### src/rtl/cordic_sweep_pkg.sv
// ============================================================================
// Module      : cordic_sweep_pkg
// Description : Shared constants for the CORDIC NCO frequency-sweep sequencer.
//               Holds the FSM state encoding and the default widths.
// Revision    : 1.0 - initial release
// ============================================================================
`default_nettype none

package cordic_sweep_pkg;

  // Default phase-increment width; must track the NCO phase accumulator
  localparam int PW_DEF = 19;
  // Default dwell counter width
  localparam int DW_DEF = 16;

  // Sequencer state encoding
  localparam logic [1:0] S_IDLE  = 2'd0;
  localparam logic [1:0] S_DWELL = 2'd1;
  localparam logic [1:0] S_DONE  = 2'd2;

endpackage

`default_nettype wire

### src/rtl/sweep_next_inc.sv
// ============================================================================
// Module      : sweep_next_inc
// Description : Combinational next-value generator for the frequency sweep.
//               Moves cur by step toward target, clamping so target is
//               emitted exactly and never overshot (including wrap-around).
// Ports       : cur       - current phase increment
//               step      - unsigned step magnitude
//               target    - endpoint of the current sweep leg
//               dir_up    - 1 = ascending leg, 0 = descending leg
//               nxt       - clamped next phase increment
//               at_target - cur already equals target
// Revision    : 1.0 - initial release
// ============================================================================
`default_nettype none

module sweep_next_inc
  import cordic_sweep_pkg::*;
#(
  parameter int PW = PW_DEF
) (
  input  logic [PW-1:0] cur,
  input  logic [PW-1:0] step,
  input  logic [PW-1:0] target,
  input  logic          dir_up,
  output logic [PW-1:0] nxt,
  output logic          at_target
);

  // One extra bit so carry-out / borrow are visible and force the clamp
  logic [PW:0] w_sum;
  logic [PW:0] w_diff;

  assign w_sum  = {1'b0, cur} + {1'b0, step};
  assign w_diff = {1'b0, cur} - {1'b0, step};

  always_comb begin
    nxt = target;
    if (dir_up) begin
      if (!w_sum[PW] && (w_sum[PW-1:0] <= target))
        nxt = w_sum[PW-1:0];
    end else begin
      if (!w_diff[PW] && (w_diff[PW-1:0] >= target))
        nxt = w_diff[PW-1:0];
    end
  end

  assign at_target = (cur == target);

endmodule

`default_nettype wire

### src/rtl/cordic_sweep_ctrl.sv
// ============================================================================
// Module      : cordic_sweep_ctrl
// Description : Programmable frequency-sweep sequencer driving phase_inc of
//               the CORDIC NCO. Steps from a start to a stop increment,
//               holding each value cfg_dwell+1 cycles. Configuration is
//               shadowed when a sweep starts.
// Options     : CORDIC_SWEEP_TRIANGLE_EN - when defined, looping sweeps
//               bounce between the endpoints instead of restarting.
// Ports       : sys_clk, rst_n (async, active-low)
//               cfg_start_inc / cfg_stop_inc / cfg_step / cfg_dwell / cfg_loop
//               start, abort  - single-cycle control pulses
//               phase_inc     - registered increment to the NCO
//               busy          - sweep in progress
//               done          - one-cycle pulse at end of non-looping sweep
// Revision    : 1.0 - initial release
// ============================================================================
`default_nettype none

module cordic_sweep_ctrl
  import cordic_sweep_pkg::*;
#(
  parameter int PW = PW_DEF,
  parameter int DW = DW_DEF
) (
  input  logic          sys_clk,
  input  logic          rst_n,
  input  logic [PW-1:0] cfg_start_inc,
  input  logic [PW-1:0] cfg_stop_inc,
  input  logic [PW-1:0] cfg_step,
  input  logic [DW-1:0] cfg_dwell,
  input  logic          cfg_loop,
  input  logic          start,
  input  logic          abort,
  output logic [PW-1:0] phase_inc,
  output logic          busy,
  output logic          done
);

  localparam logic [PW-1:0] c_step_one = {{(PW-1){1'b0}}, 1'b1};
  localparam logic [DW-1:0] c_cnt_one  = {{(DW-1){1'b0}}, 1'b1};

  logic [1:0]    r_state;
  logic [DW-1:0] r_cnt;
  logic [PW-1:0] r_start;
  logic [PW-1:0] r_stop;
  logic [PW-1:0] r_step;
  logic [DW-1:0] r_dwell;
  logic          r_loop;
  logic          r_dir_up;

  logic [PW-1:0] w_tgt;
  logic          w_dir;
  logic [PW-1:0] w_nxt;
  logic          w_at_tgt;

`ifdef CORDIC_SWEEP_TRIANGLE_EN
  // r_fwd = 1 on the start->stop leg, 0 on the return leg
  logic          r_fwd;
  logic [PW-1:0] w_turn_nxt;
  logic          w_turn_unused;

  assign w_tgt = r_fwd ? r_stop : r_start;
  assign w_dir = r_fwd ? r_dir_up : ~r_dir_up;

  // First value of the opposite leg, so each endpoint is emitted only once
  sweep_next_inc #(.PW(PW)) u_turn (
    .cur       (phase_inc),
    .step      (r_step),
    .target    (r_fwd ? r_start : r_stop),
    .dir_up    (~w_dir),
    .nxt       (w_turn_nxt),
    .at_target (w_turn_unused)
  );
`else
  assign w_tgt = r_stop;
  assign w_dir = r_dir_up;
`endif

  sweep_next_inc #(.PW(PW)) u_next (
    .cur       (phase_inc),
    .step      (r_step),
    .target    (w_tgt),
    .dir_up    (w_dir),
    .nxt       (w_nxt),
    .at_target (w_at_tgt)
  );

  always_ff @(posedge sys_clk or negedge rst_n) begin
    if (!rst_n) begin
      r_state   <= S_IDLE;
      r_cnt     <= '0;
      r_start   <= '0;
      r_stop    <= '0;
      r_step    <= '0;
      r_dwell   <= '0;
      r_loop    <= 1'b0;
      r_dir_up  <= 1'b0;
      phase_inc <= '0;
      busy      <= 1'b0;
      done      <= 1'b0;
`ifdef CORDIC_SWEEP_TRIANGLE_EN
      r_fwd     <= 1'b0;
`endif
    end else if (abort) begin
      // phase_inc deliberately untouched: the NCO keeps its current frequency
      r_state <= S_IDLE;
      busy    <= 1'b0;
      done    <= 1'b0;
    end else begin
      case (r_state)
        S_IDLE: begin
          done <= 1'b0;
          if (start) begin
            r_start   <= cfg_start_inc;
            r_stop    <= cfg_stop_inc;
            // A zero step would never reach a distinct stop value
            r_step    <= (cfg_step == '0) ? c_step_one : cfg_step;
            r_dwell   <= cfg_dwell;
            r_loop    <= cfg_loop;
            r_dir_up  <= (cfg_start_inc <= cfg_stop_inc);
            phase_inc <= cfg_start_inc;
            r_cnt     <= cfg_dwell;
            busy      <= 1'b1;
            r_state   <= S_DWELL;
`ifdef CORDIC_SWEEP_TRIANGLE_EN
            r_fwd     <= 1'b1;
`endif
          end
        end
        S_DWELL: begin
          if (r_cnt != '0) begin
            r_cnt <= r_cnt - c_cnt_one;
          end else if (!w_at_tgt) begin
            phase_inc <= w_nxt;
            r_cnt     <= r_dwell;
          end else if (r_loop) begin
            r_cnt <= r_dwell;
`ifdef CORDIC_SWEEP_TRIANGLE_EN
            r_fwd     <= ~r_fwd;
            phase_inc <= w_turn_nxt;
`else
            phase_inc <= r_start;
`endif
          end else begin
            r_state <= S_DONE;
          end
        end
        S_DONE: begin
          busy    <= 1'b0;
          done    <= 1'b1;
          r_state <= S_IDLE;
        end
        default: r_state <= S_IDLE;
      endcase
    end
  end

endmodule

`default_nettype wire

### config.mk
export PLATFORM = sky130hd
export DESIGN_NAME = cordic_sweep_ctrl
export DESIGN_NICKNAME = d
export VERILOG_FILES = /design/src/rtl/cordic_sweep_pkg.sv /design/src/rtl/sweep_next_inc.sv /design/src/rtl/cordic_sweep_ctrl.sv
export SDC_FILE = /design/constraint.sdc
export NUM_CORES = 1
export LEC_CHECK = 0
export CAP_MARGIN = 20
export CORE_UTILIZATION = 35
export DETAILED_ROUTE_END_ITERATION = 8
export DONT_BUFFER_PORTS = 1
export PLACE_DENSITY_LB_ADDON = 0.08
export SYNTH_ARGS = -nofsm -noshare
export SYNTH_HDL_FRONTEND = slang
export SYNTH_SLANG_ARGS = --single-unit
### constraint.sdc
create_clock -name sys_clk -period 6.8 [get_ports sys_clk]
set_input_delay 0.34 -clock sys_clk [delete_from_list [all_inputs] [get_ports sys_clk]]
set_output_delay 0.34 -clock sys_clk [all_outputs]
set_load 0.05 [all_outputs]
==> After elaboration in Yosys (flattened, before gate mapping) <==
Index checks and enable logic that the tools add are counted.
{ "word_totals": {"ff_bits": 114, "in_bits": 78, "output_inout_bits": 21, "wordCells": 68} }
{ "classes": {"add_sub_neg": 3, "n_lt_le_gt_ge": 3, "eq_ne": 11, "mux": 25, "n_bitwise": 1, "n_reduce_logical": 14} }
{ "op_table": {"columns": ["operator", "count"], "rows": [
  ["two-way mux 19 bit", 8],
  ["two-way mux 16 bit", 4],
  ["less-or-equal comparator 19 bit", 2],
  ["one-hot mux 19 bit (2 select lines)", 1],
  ["one-hot mux 16 bit (2 select lines)", 1],
  ["adder 19 x 19 -> 20 bit", 1],
  ["subtractor 19 x 19 -> 20 bit", 1],
  ["== test 19 bit", 1],
  [">= comparator 19 bit", 1],
  ["zero test 19 bit", 1],
  ["nonzero test 16 bit", 1],
  ["subtractor 16 x 1 -> 16 bit (second input constant)", 1],
  ["!= test 3 bit (second input constant)", 5],
  ["two-way mux 2 bit", 5],
  ["AND reduction 4 bit", 2],
  ["AND reduction 5 bit", 1],
  ["!= test 2 bit (second input constant)", 2],
  ["!= test 4 bit (second input constant)", 1],
  ["one-hot mux 1 bit (2 select lines)", 2],
  ["one-hot mux 2 bit (2 select lines)", 1],
  ["two-way mux 1 bit", 3],
  ["AND reduction 3 bit", 1],
  ["nonzero test 3 bit", 1],
  ["== test 2 x 1 -> 1 bit (second input constant)", 1],
  ["other kinds (7)", 9]
]} }

==> Depth between registers and ports, before layout <==
Gate-level depths: netlist of the first run.
{ "depth": {"depth_word": 8, "depth_mapped": 21, "depth_no_buf": 18} }

==> Hierarchy <==
From an unflattened synthesis of the first run, not the netlist that was laid out.
{ "unflattened": {"hier_cells": 992, "hier_area_um2": 9459.1} }
{ "by_module_without_submodules": {"columns": ["module", "n_inst", "cells_each", "area_per_inst_um2", "seq_area_each_um2"], "rows": [
  ["cordic_sweep_ctrl", 1, 519, 5869.4, 2852.7],
  ["sweep_next_inc", 1, 473, 3589.7, 0.0]
]} }

==> Worst setup path after synthesis of the first run <==
OpenSTA, ideal clock, no wires.
{ "synth_path": {"path_type": "reg-to-reg", "startpoint": "register phase_inc[0]", "endpoint": "register phase_inc[0]", "setup_ns": 0.129, "arrival_ns": 4.826, "t_required_ns": 6.671, "setup_slack_ns": 1.845, "stages_incl_launch_ff": 21, "n_path_buf": 2, "synth_period_minus_slack_ns": 4.955, "cell_sequence": "dfrtp_1 inv_1 ha_1 fa_1 or2b_1 a2111oi_0 a2111o_1 a21oi_1 o21ba_2 xnor2_1 ha_1 a21oi_1 o21ai_0 nor2_1 a21o_1 or2_1 clkbuf_2 or3_1 buf_6 and3_2 o41a_1"} }
{ "synth_between": {"elab_chain_cells": 8, "elab_cells_between_ends": 17, "cone_classes": "add/sub: 2; order compare: 2; eq/ne: 2; mux: 6; reduce/logical: 5"} }
{ "synth_rtl": {"columns": ["item", "line", "rtl"], "rows": [
  ["start: declaration", "cordic_sweep_ctrl.sv:34", "output logic [PW-1:0] phase_inc,"],
  ["start signal: assignment", "cordic_sweep_ctrl.sv:121", "phase_inc <= cfg_start_inc;"],
  ["start signal: assignment", "cordic_sweep_ctrl.sv:134", "phase_inc <= w_nxt;"],
  ["start signal: assignment", "cordic_sweep_ctrl.sv:142", "phase_inc <= r_start;"],
  ["subtractor 19 x 19 -> 20 bit / adder 19 x 19 -> 20 bit (equally long branches)", "sweep_next_inc.sv:34, sweep_next_inc.sv:33", null],
  [">= comparator 19 bit (tied with other cells)", "sweep_next_inc.sv:42", "if (!w_diff[PW] && (w_diff[PW-1:0] >= target))"],
  ["logical AND 1 bit (on tied branches)", "sweep_next_inc.sv:42, sweep_next_inc.sv:39", null],
  ["two-way mux 19 bit (on tied branches)", "sweep_next_inc.sv:42, sweep_next_inc.sv:39", null],
  ["two-way mux 19 bit", "sweep_next_inc.sv:38", "if (dir_up) begin"],
  ["two-way mux 19 bit", "cordic_sweep_ctrl.sv:133", "end else if (!w_at_tgt) begin"],
  ["two-way mux 19 bit", "cordic_sweep_ctrl.sv:131", "if (r_cnt != '0) begin"],
  ["one-hot mux 19 bit (2 select lines)", "cordic_sweep_ctrl.sv:110", "case (r_state)"]
]} }
Parallel ways exist; a longest one is shown, timed or not. The select of a mux whose other input is x is not followed.
A chain may end at the register's enable or synchronous reset.

==> Worst setup path in the final report of the first run <==
Same ends and word-level chain as after synthesis.

==> reports/results.txt, run 1 <==
Syn_area_per_cell = 8.53 um2
CTS clk-pin slew, worst paths = 0.06 ns
Initial antenna violation count = 0
Via/cell ratio = 5.57
Number of global-route vias before repair = 7913
Asr flop ratio synth = 1.00
EDFF count, synth = 0
Hold-critical path depth = 2
Peak VDD IR = 0.320 mV
Number of H-tree levels = 4
CP endpoint kind = flip-flop
Total gr overflow = 0
Core region area = 0.0259 mm2
Ant. Diodes = 0
Final WL = 30.5 mm
Pre-Repair DR Iteration Count = 4
Endpoints failing hold = 0
Die Ht = 164 um
Post-route ant nets = 0
Post-Synthesis Cells = 1080
CP arrival = 6.30 ns
Max-cap violations = 0
Setup WS pre-CTS = 0.870 ns
Max-slew headroom = 0.405
Die Footprint = 0.0270 mm2
Leakage = 4.32 nW
Ys Warns = 0
Skew final = 0.0105 ns
Actual slew at the worst max-slew pin = 0.887 ns
Final Slew Violations = 0
Worst setup path endpoint = phase_inc[0]$_DFFE_PN0P_
Post-synthesis mux area share = 0.0449
Reg-to-Reg End = phase_inc[0]$_DFFE_PN0P_
Top_reg_cell synth = dfrtp_1
CP Cell Sequence = inv_1, ha_1, fa_1, or2b_1, a2111oi_0, buf_4, a2111o_1, a21oi_1, o21ba_2, xnor2_1, ha_1, a21oi_1, o21ai_0, or3_1, a211oi_1, or2_1, or3_1, a21oi_2, o41a_1
GPL Wtd Cong = 0.888
Later-pin clock latency in the skew report = 0.42 ns
Worst Path Class, Setup = flip-flop to flip-flop
Largest net degree at the start of global routing = 115
CTS tree = done
Drt wl/cell = 21.5 um
Slowest Stage Delay on Critical Path = 0.73 ns
CTS Buffer Depth = 2
Register area share after synthesis = 0.310
Startpoint Class = flip-flop
Fin crit period = 6.00 ns
Syn nets = 1257
Largest family of logic cells by synthesized area = compound AO/OA/AOI/OAI gates
Die width = 164 um
Initial Utilization = 0.356
Total GRT Usage = 0.238
TritonCTS buffer count = 17
Detailed Route Iter0 Violations = 536
Synth cell types = 78
DRC viols = 0
Final WS setup = 0.802 ns
DP Cell Count = 1382
CP Data Required Time = 7.10 ns
CTS Sinks = 114
Power per Cell Area = 472 mW/mm2
Worst setup path startpoint = phase_inc[0]$_DFFE_PN0P_
Vias = 7899
Outcome = finished, final reports clean
Row cnt = 59
Worst R2R Setup Slack = 0.80 ns
Flops & latches, synth = 114
Overall Power = 4.81 mW
Compound-gate portion of the synthesized area = 0.222
Fmax = 0.167 GHz
Post-CTS Setup Bufs = 0
FF-to-FF path depth = 19
Layout cell share with drive strength beyond 1 = 0.105
Total negative slack = 0 ns
RSZ-0062 raised after global routing = no
Min Hold Slack = 0.0368 ns
RR Startpoint = phase_inc[0]$_DFFE_PN0P_
Final Setup Violations = 0
Fin nets = 1246
Clock root buffer = clkbuf_16
Port bufs = 0
Simple-Gate Fraction of Synth Area = 0.168
HPWL after DPL = 23.3 mm
Synth Area in Adders = 0.136
Post-Layout Cell Count = 1417
XOR/XNOR share of the synthesized area = 0.0589
# IOs = 99
Tcrit/Tclk final = 0.882
First-pass GRT wire length = 47.9 mm
Slowest cell on crit path = dfrtp_1
Layout area overhead = 10.6%
Worst hold path type = primary input to flip-flop
Synthesized cell area = 0.00921 mm2
CP max FO = 9
HP Start = cfg_step[6]
## synthesized netlist by cell type, types with 20 or more instances
library cell  number  area, um2
xnor2_1           42        368
nand2_1           77        289
dfrtp_1          114       2850
o21ai_0           72        360
nor2_1            89        334
nor3_1            36        180
xor2_1            20        175
clkbuf_1          32        120
a211oi_1          24        180
ha_1              97       1210
mux2_2            35        394
a21oi_1           87        435
inv_1             75        282
nand3_1           28        140
## worst max-delay path, delay by kind of cell (launching register included)
family	cells	cell delay [ns]
compound gates	9	1.96
xor+xnor	1	0.35
flops	1	0.73
fa+ha+maj	3	0.99
simple gates	4	1.44
buf+inv	2	0.38
## stage by stage
stage                     utilization  cell area (um2)
after floorplan                     -             9210
after global placement          0.368             9540
after detailed placement        0.368             9540
after CTS                       0.393            10200
after global routing            0.393            10200
final                           0.393            10200
## placed cells by master (no fill, tap or decap), drive strengths merged, types with 5 or more instances in the layout
| master | instances |
|---|---|
| clkbuf | 17 |
| a21oi | 90 |
| o21ai | 75 |
| o31a | 7 |
| or3 | 5 |
| mux2 | 35 |
| xnor2 | 42 |
| dfrtp | 114 |
| nor3 | 39 |
| nand3 | 28 |
| a311oi | 5 |
| xor2 | 20 |
| nor2b | 13 |
| a221o | 5 |
| nand2b | 10 |
| o21bai | 7 |
| o22ai | 18 |
| clkinv | 6 |
| and2 | 6 |
| a21o | 20 |
| nor4 | 13 |
| buf | 21 |
| ha | 97 |
| nor2 | 89 |
| a211oi | 24 |
| and3 | 5 |
| o31ai | 5 |
| o211ai | 7 |
| a31oi | 12 |
| nand2 | 78 |
| a221oi | 9 |
| nand4 | 18 |
| inv | 84 |
## layer usage
layer  GRT usage  part of all wire
met3      0.0495             0.049
met1       0.324              0.48
met4      0.0690             0.021
met5           0                 0
met2       0.376              0.45
## power breakdown
part,switching (mW),internal [mW]
combinational,1.79,1.02
clock,0.398,0.552
sequential,0.227,0.817
## timing repair
item / 4_1_cts / 5_1_grt
gates resized for setup: 0 / 0
hold endpoints to repair: 117 / 0
hold buffers: 3 / 0
setup endpoints to repair: 0 / 0
## area by class of cell
cell class / instances / area [um2]
Clock inverter: 15 / 174
Sequential cell: 114 / 2850
Clock buffer: 17 / 425
Multi-Input combinational cell: 835 / 5820
Fill cell: 2649 / 15700
Tap cell: 335 / 419
Timing Repair Buffer: 23 / 198
Inverter: 78 / 293
## cell families (layout without fill, tap and decap cells)
logic type | Yosys count | count (layout)
AOI/OAI and AO/OA | 316 | 316
adders and majority gates | 99 | 99
xor gates and xnor gates | 62 | 62
and+or+nand+nor | 321 | 321
muxes | 37 | 37
DFF | 114 | 114
buffers and inverters | 131 | 133
## flip-flops by register name (all words and copies together) (netlist names), 2 cells and up
signal and cells:
r_dwell 16, phase_inc 19, r_state 2, r_step 19
r_cnt 16, r_stop 19, r_start 19
## how the worst min path moves through the flow
stage / slack [ns] / end
floorplan: 0.04 / busy$_DFFE_PN0P_
global placement: 0.05 / r_step[0]$_DFFE_PN0P_
detailed placement: 0.05 / r_step[0]$_DFFE_PN0P_
CTS: 0.02 / r_step[3]$_DFFE_PN0P_
global route: 0.02 / r_step[3]$_DFFE_PN0P_
finish: 0.04 / r_step[6]$_DFFE_PN0P_
(Power assumes the default switching activity.)
==> run 2: changes to the inputs <==
RECOVER_POWER = 25   (was default)
==> run 2 against run 1 <==
Compared with the run above:
- the flow now finishes with violations (max-capacitance violations, max-slew violations)
- critical path type unchanged
- total power hardly changed
- register-to-register slack hardly changed
- routed wire length hardly changed
- clock power hardly changed
- maximum frequency stayed put
==> reports/results.txt, run 2 (synthesis results as in run 1) <==
Area after DPL = 0.00954 mm2
Post-CTS Setup Bufs = 0
DRC viols = 0
CTS Buffer Depth = 2
Layout area overhead = 10.3%
Number of global-route vias before repair = 7913
Startpoint Class = flip-flop
Power per Cell Area = 473 mW/mm2
Actual slew at the worst max-slew pin = 3.08 ns
Vias = 7899
Total gr overflow = 0
Ant. Diodes = 0
TritonCTS buffer count = 17
Fin nets = 1246
Fin crit period = 6.00 ns
CTS tree = done
CP arrival = 6.30 ns
Skew final = 0.0105 ns
Max-cap violations = 1
HPWL after DPL = 23.3 mm
RSZ-0062 raised after global routing = no
# IOs = 99
Drt wl/cell = 21.5 um
Core region area = 0.0259 mm2
Leakage = 4.31 nW
Final Slew Violations = 115
CP max FO = 9
Post-route cell area = 0.0102 mm2
First-pass GRT wire length = 47.9 mm
Initial antenna violation count = 0
Die Footprint = 0.0270 mm2
Total negative slack = 0 ns
Hold buffers post-CTS = 3
Post-route ant nets = 0
Total GRT Usage = 0.238
Number of H-tree levels = 4
Worst hold path type = primary input to flip-flop
Port bufs = 0
Via/cell ratio = 5.57
Tcrit/Tclk final = 0.882
Clock root buffer = clkbuf_16
CP Data Required Time = 7.10 ns
Later-pin clock latency in the skew report = 0.42 ns
Worst Path Class, Setup = flip-flop to flip-flop
Final Setup Violations = 0
Die width = 164 um
Initial Utilization = 0.356
Fmax = 0.167 GHz
GPL Wtd Cong = 0.888
Outcome = finished with violations
CTS resizes = 0
CTS Sinks = 114
CTS clk-pin slew, worst paths = 0.06 ns
Peak VDD IR = 0.320 mV
Failing checks = max-capacitance violations, max-slew violations
Pre-Repair DR Iteration Count = 4
Most frequent cells in the layout = dfrtp_1 (114), ha_1 (97), nor2_1 (88)
Detailed Route Iter0 Violations = 536
DP Cell Count = 1382
Endpoints failing hold = 0
Layout cell share with drive strength beyond 1 = 0.105
Most common cell after layout, fill and taps aside = dfrtp_1
Die Ht = 164 um
Max-slew headroom = -1.06
Final WL = 30.5 mm
CP endpoint kind = flip-flop
Row cnt = 59
Post-Layout Cell Count = 1417
Largest net degree at the start of global routing = 115
-- run 2: cell types whose count changed in the layout (fill, tap and decap cells not counted) --
cell,change
buf_16,-1
clkbuf_2,+1
-- run 2: critical path, stage by stage (launching register included) --
cell and delay, ns:
dfrtp_1 0.73, inv_1 0.18, ha_1 0.26, fa_1 0.40, or2b_1 0.28, a2111oi_0 0.47, buf_4 0.20, a2111o_1 0.14
a21oi_1 0.10, o21ba_2 0.23, xnor2_1 0.35, ha_1 0.33, a21oi_1 0.13, o21ai_0 0.16, or3_1 0.37, a211oi_1 0.22
or2_1 0.36, or3_1 0.43, a21oi_2 0.10, o41a_1 0.41
-- run 2: worst paths after layout --
path / startpoint / endpoint / slack (ns) / depth (start not counted)
min in group asynchronous: rst_n / r_step[0]$_DFFE_PN0P_ / 1.43 / 2
max in group asynchronous: rst_n / r_stop[16]$_DFFE_PN0P_ / 3.53 / 2
max: phase_inc[0]$_DFFE_PN0P_ / phase_inc[0]$_DFFE_PN0P_ / 0.80 / 19
min: cfg_step[6] / r_step[6]$_DFFE_PN0P_ / 0.04 / 2
min reg2reg: r_dwell[1]$_DFFE_PN0P_ / r_dwell[1]$_DFFE_PN0P_ / 0.50 / 1
max reg2reg: phase_inc[0]$_DFFE_PN0P_ / phase_inc[0]$_DFFE_PN0P_ / 0.80 / 19
-- run 2: metal layers --
metal / vias up / wire length [um] / global-route usage
met5: - / 0 / 0
li1: 3890 / - / -
met4: 0 / 646 / 0.0690
met1: 3817 / 14600 / 0.324
met3: 28 / 1490 / 0.0495
met2: 164 / 13800 / 0.376
-- run 2: per-stage QoR --
stage           util  hold WS [ns]  setup slack [ns]  power (mW)
2_1_floorplan      -        0.0444              1.84        3.06
3_3_place_gp   0.368        0.0499              1.01        3.83
3_5_place_dp   0.368        0.0512             0.870        3.81
4_1_cts        0.393        0.0227             0.843        4.82
5_1_grt        0.392        0.0207             0.316        5.21
6_report       0.392        0.0368             0.802        4.81
-- run 2: cell type report --
cell class	count	area, um2
fill	2652	15700
multi-input combinational	835	5820
sequential	114	2850
clock buffer	17	425
tap	335	419
inverter	78	293
timing repair buffer	23	175
clock inverter	15	174
-- run 2: report_power, final --
group / switching, mW / total (mW) / leakage (nW) / internal [mW]
Combinational: 1.79 / 2.81 / 2.65 / 1.02
Sequential: 0.227 / 1.04 / 1.37 / 0.817
Clock: 0.398 / 0.950 / 0.293 / 0.552
==> run 3: changes to the inputs <==
CELL_PAD_IN_SITES_DETAIL_PLACEMENT = 0   (was default)
CELL_PAD_IN_SITES_GLOBAL_PLACEMENT = 2   (was default)
RECOVER_POWER = default   (was 25)
==> run 3 against run 2 <==
Compared with the run above:
- the run now ends clean
- first-iteration DRC count fell by 14%
- combinational power barely moved
- utilization barely moved
- non-clock buffer count did not move
- sequential cell count did not move
- clock-buffer cell count did not move
- clock skew rose by 0.0039 ns
- hold slack got worse by 0.019 ns
- worst setup slack improved by 0.23 ns
- clock power fell by 5.2%
- final area fell by 0.12%
- critical endpoint is now phase_inc[14]$_DFFE_PN0P_
==> reports/results.txt, run 3 (synthesis results as in run 1) <==
Delay-heaviest family, CP = compound AO/OA/AOI/OAI gates
Number of H-tree levels = 4
Die width = 164 um
Max-slew headroom = 0.302
Later-pin clock latency in the skew report = 0.44 ns
Port bufs = 0
Final WL = 30.8 mm
Actual slew at the worst max-slew pin = 1.05 ns
Endpoints failing hold = 0
Clock root buffer = clkbuf_16
FF-to-FF path depth = 20
HPWL after DPL = 23.5 mm
Detailed Route Iter0 Violations = 460
Overall Power = 4.77 mW
Final Setup Violations = 0
Worst R2R Setup Slack = 1.04 ns
Worst hold path type = primary input to flip-flop
Leakage = 4.31 nW
Metal1 wirelength = 14.2 mm
CP arrival = 6.08 ns
Row cnt = 59
CP max FO = 13
Layout cell share with drive strength beyond 1 = 0.105
Final Util = 0.392
DRC viols = 0
CP Cell Sequence = inv_1, ha_1, fa_1, or2b_1, a2111oi_0, buf_4, a2111o_1, a21oi_1, o21ba_2, xnor2_1, ha_1, a21oi_1, o21ai_0, or3_1, a211oi_1, or2_1, nor3_2, buf_4, a221o_1, o31a_1
Slowest Stage Delay on Critical Path = 0.72 ns
Pre-Repair DR Iteration Count = 6
FF/Latch Area = 0.00285 mm2
Vias = 7950
Core region area = 0.0259 mm2
CTS resizes = 0
Power per Cell Area = 470 mW/mm2
# IOs = 99
Post-CTS Setup Bufs = 0
Via/cell ratio = 5.61
Total negative slack = 0 ns
CTS clk-pin slew, worst paths = 0.07 ns
Met3 Wirelength = 1.71 mm
Most frequent cells in the layout = dfrtp_1 (114), ha_1 (97), nor2_1 (88)
Peak VDD IR = 0.227 mV
CTS Buffer Depth = 2
Final Slew Violations = 0
Post-route ant nets = 0
Layout area overhead = 10.2%
Largest net degree at the start of global routing = 115
Max-cap violations = 0
RR Startpoint = phase_inc[0]$_DFFE_PN0P_
Startpoint Class = flip-flop
Reg-to-Reg End = phase_inc[14]$_DFFE_PN0P_
Outcome = finished, final reports clean
CP endpoint kind = flip-flop
Area after DPL = 0.00954 mm2
CTS Sinks = 114
Fmax = 0.173 GHz
CP Data Required Time = 7.11 ns
First-pass GRT wire length = 47.2 mm
Bufs and invs on worst path = 3
TritonCTS buffer count = 17
Die Footprint = 0.0270 mm2
GPL Wtd Cong = 0.827
Multi-input logic area = 0.00582 mm2
Worst setup path startpoint = phase_inc[0]$_DFFE_PN0P_
Initial Utilization = 0.356
Met2 wire length = 14.2 mm
Slowest cell on crit path = dfrtp_1
Skew final = 0.0144 ns
Total stage count of the critical path = 20
RSZ-0062 raised after global routing = no
Initial antenna violation count = 0
Tcrit/Tclk final = 0.848
Fin nets = 1246
Drt wl/cell = 21.8 um
Most common cell after layout, fill and taps aside = dfrtp_1
Fin crit period = 5.76 ns
Die Ht = 164 um
CTS tree = done
Post-route cell area = 0.0102 mm2
Total gr overflow = 0
Total GRT Usage = 0.236
Worst setup path endpoint = phase_inc[14]$_DFFE_PN0P_
Highest metal used = met4
Ant. Diodes = 0
Number of global-route vias before repair = 7931
Fill count = 2714
Worst Path Class, Setup = flip-flop to flip-flop
-- run 3: area by class of cell --
class                      count  share of cell area
multi-input combinational    835               0.574
timing repair buffer          23              0.0195
clock buffer                  17              0.0419
clock inverter                15              0.0137
inverter                      78              0.0288
tap                          335              0.0413
sequential                   114               0.281
-- run 3: power by group --
part	switching, mW	internal (mW)
registers	0.237	0.817
logic	1.78	1.04
clock network	0.416	0.485
-- run 3: how the worst min path moves through the flow --
stage	slack, ns	cells after the start	from	endpoint
2_1_floorplan	0.04	0	rst_n	busy$_DFFE_PN0P_
3_5_place_dp	0.05	0	rst_n	r_step[0]$_DFFE_PN0P_
4_1_cts	0.01	2	cfg_step[16]	r_step[16]$_DFFE_PN0P_
3_3_place_gp	0.05	0	rst_n	r_step[0]$_DFFE_PN0P_
5_1_grt	0.03	2	cfg_step[8]	r_step[8]$_DFFE_PN0P_
6_report	0.02	2	cfg_step[16]	r_step[16]$_DFFE_PN0P_
-- run 3: through the flow --
stage               hold WS (ns)  std cells  setup slack (ns)
finish                    0.0177       1417              1.04
global placement          0.0497       1382              1.15
global route              0.0287       1417             0.640
CTS                       0.0115       1417              1.07
detailed placement        0.0515       1382              1.11
floorplan                 0.0444       1080              1.84
-- run 3: repair_timing --
action	CTS	global route
endpoints found under the setup margin	0	0
hold endpoints to repair	117	0
hold buffers	3	0
-- run 3: layer usage --
| layer | global-route usage | vias to the layer above |
|---|---|---|
| li1 | - | 3879 |
| met1 | 0.315 | 3851 |
| met2 | 0.380 | 189 |
| met3 | 0.0485 | 31 |
| met4 | 0.0707 | 0 |
| met5 | 0 | - |
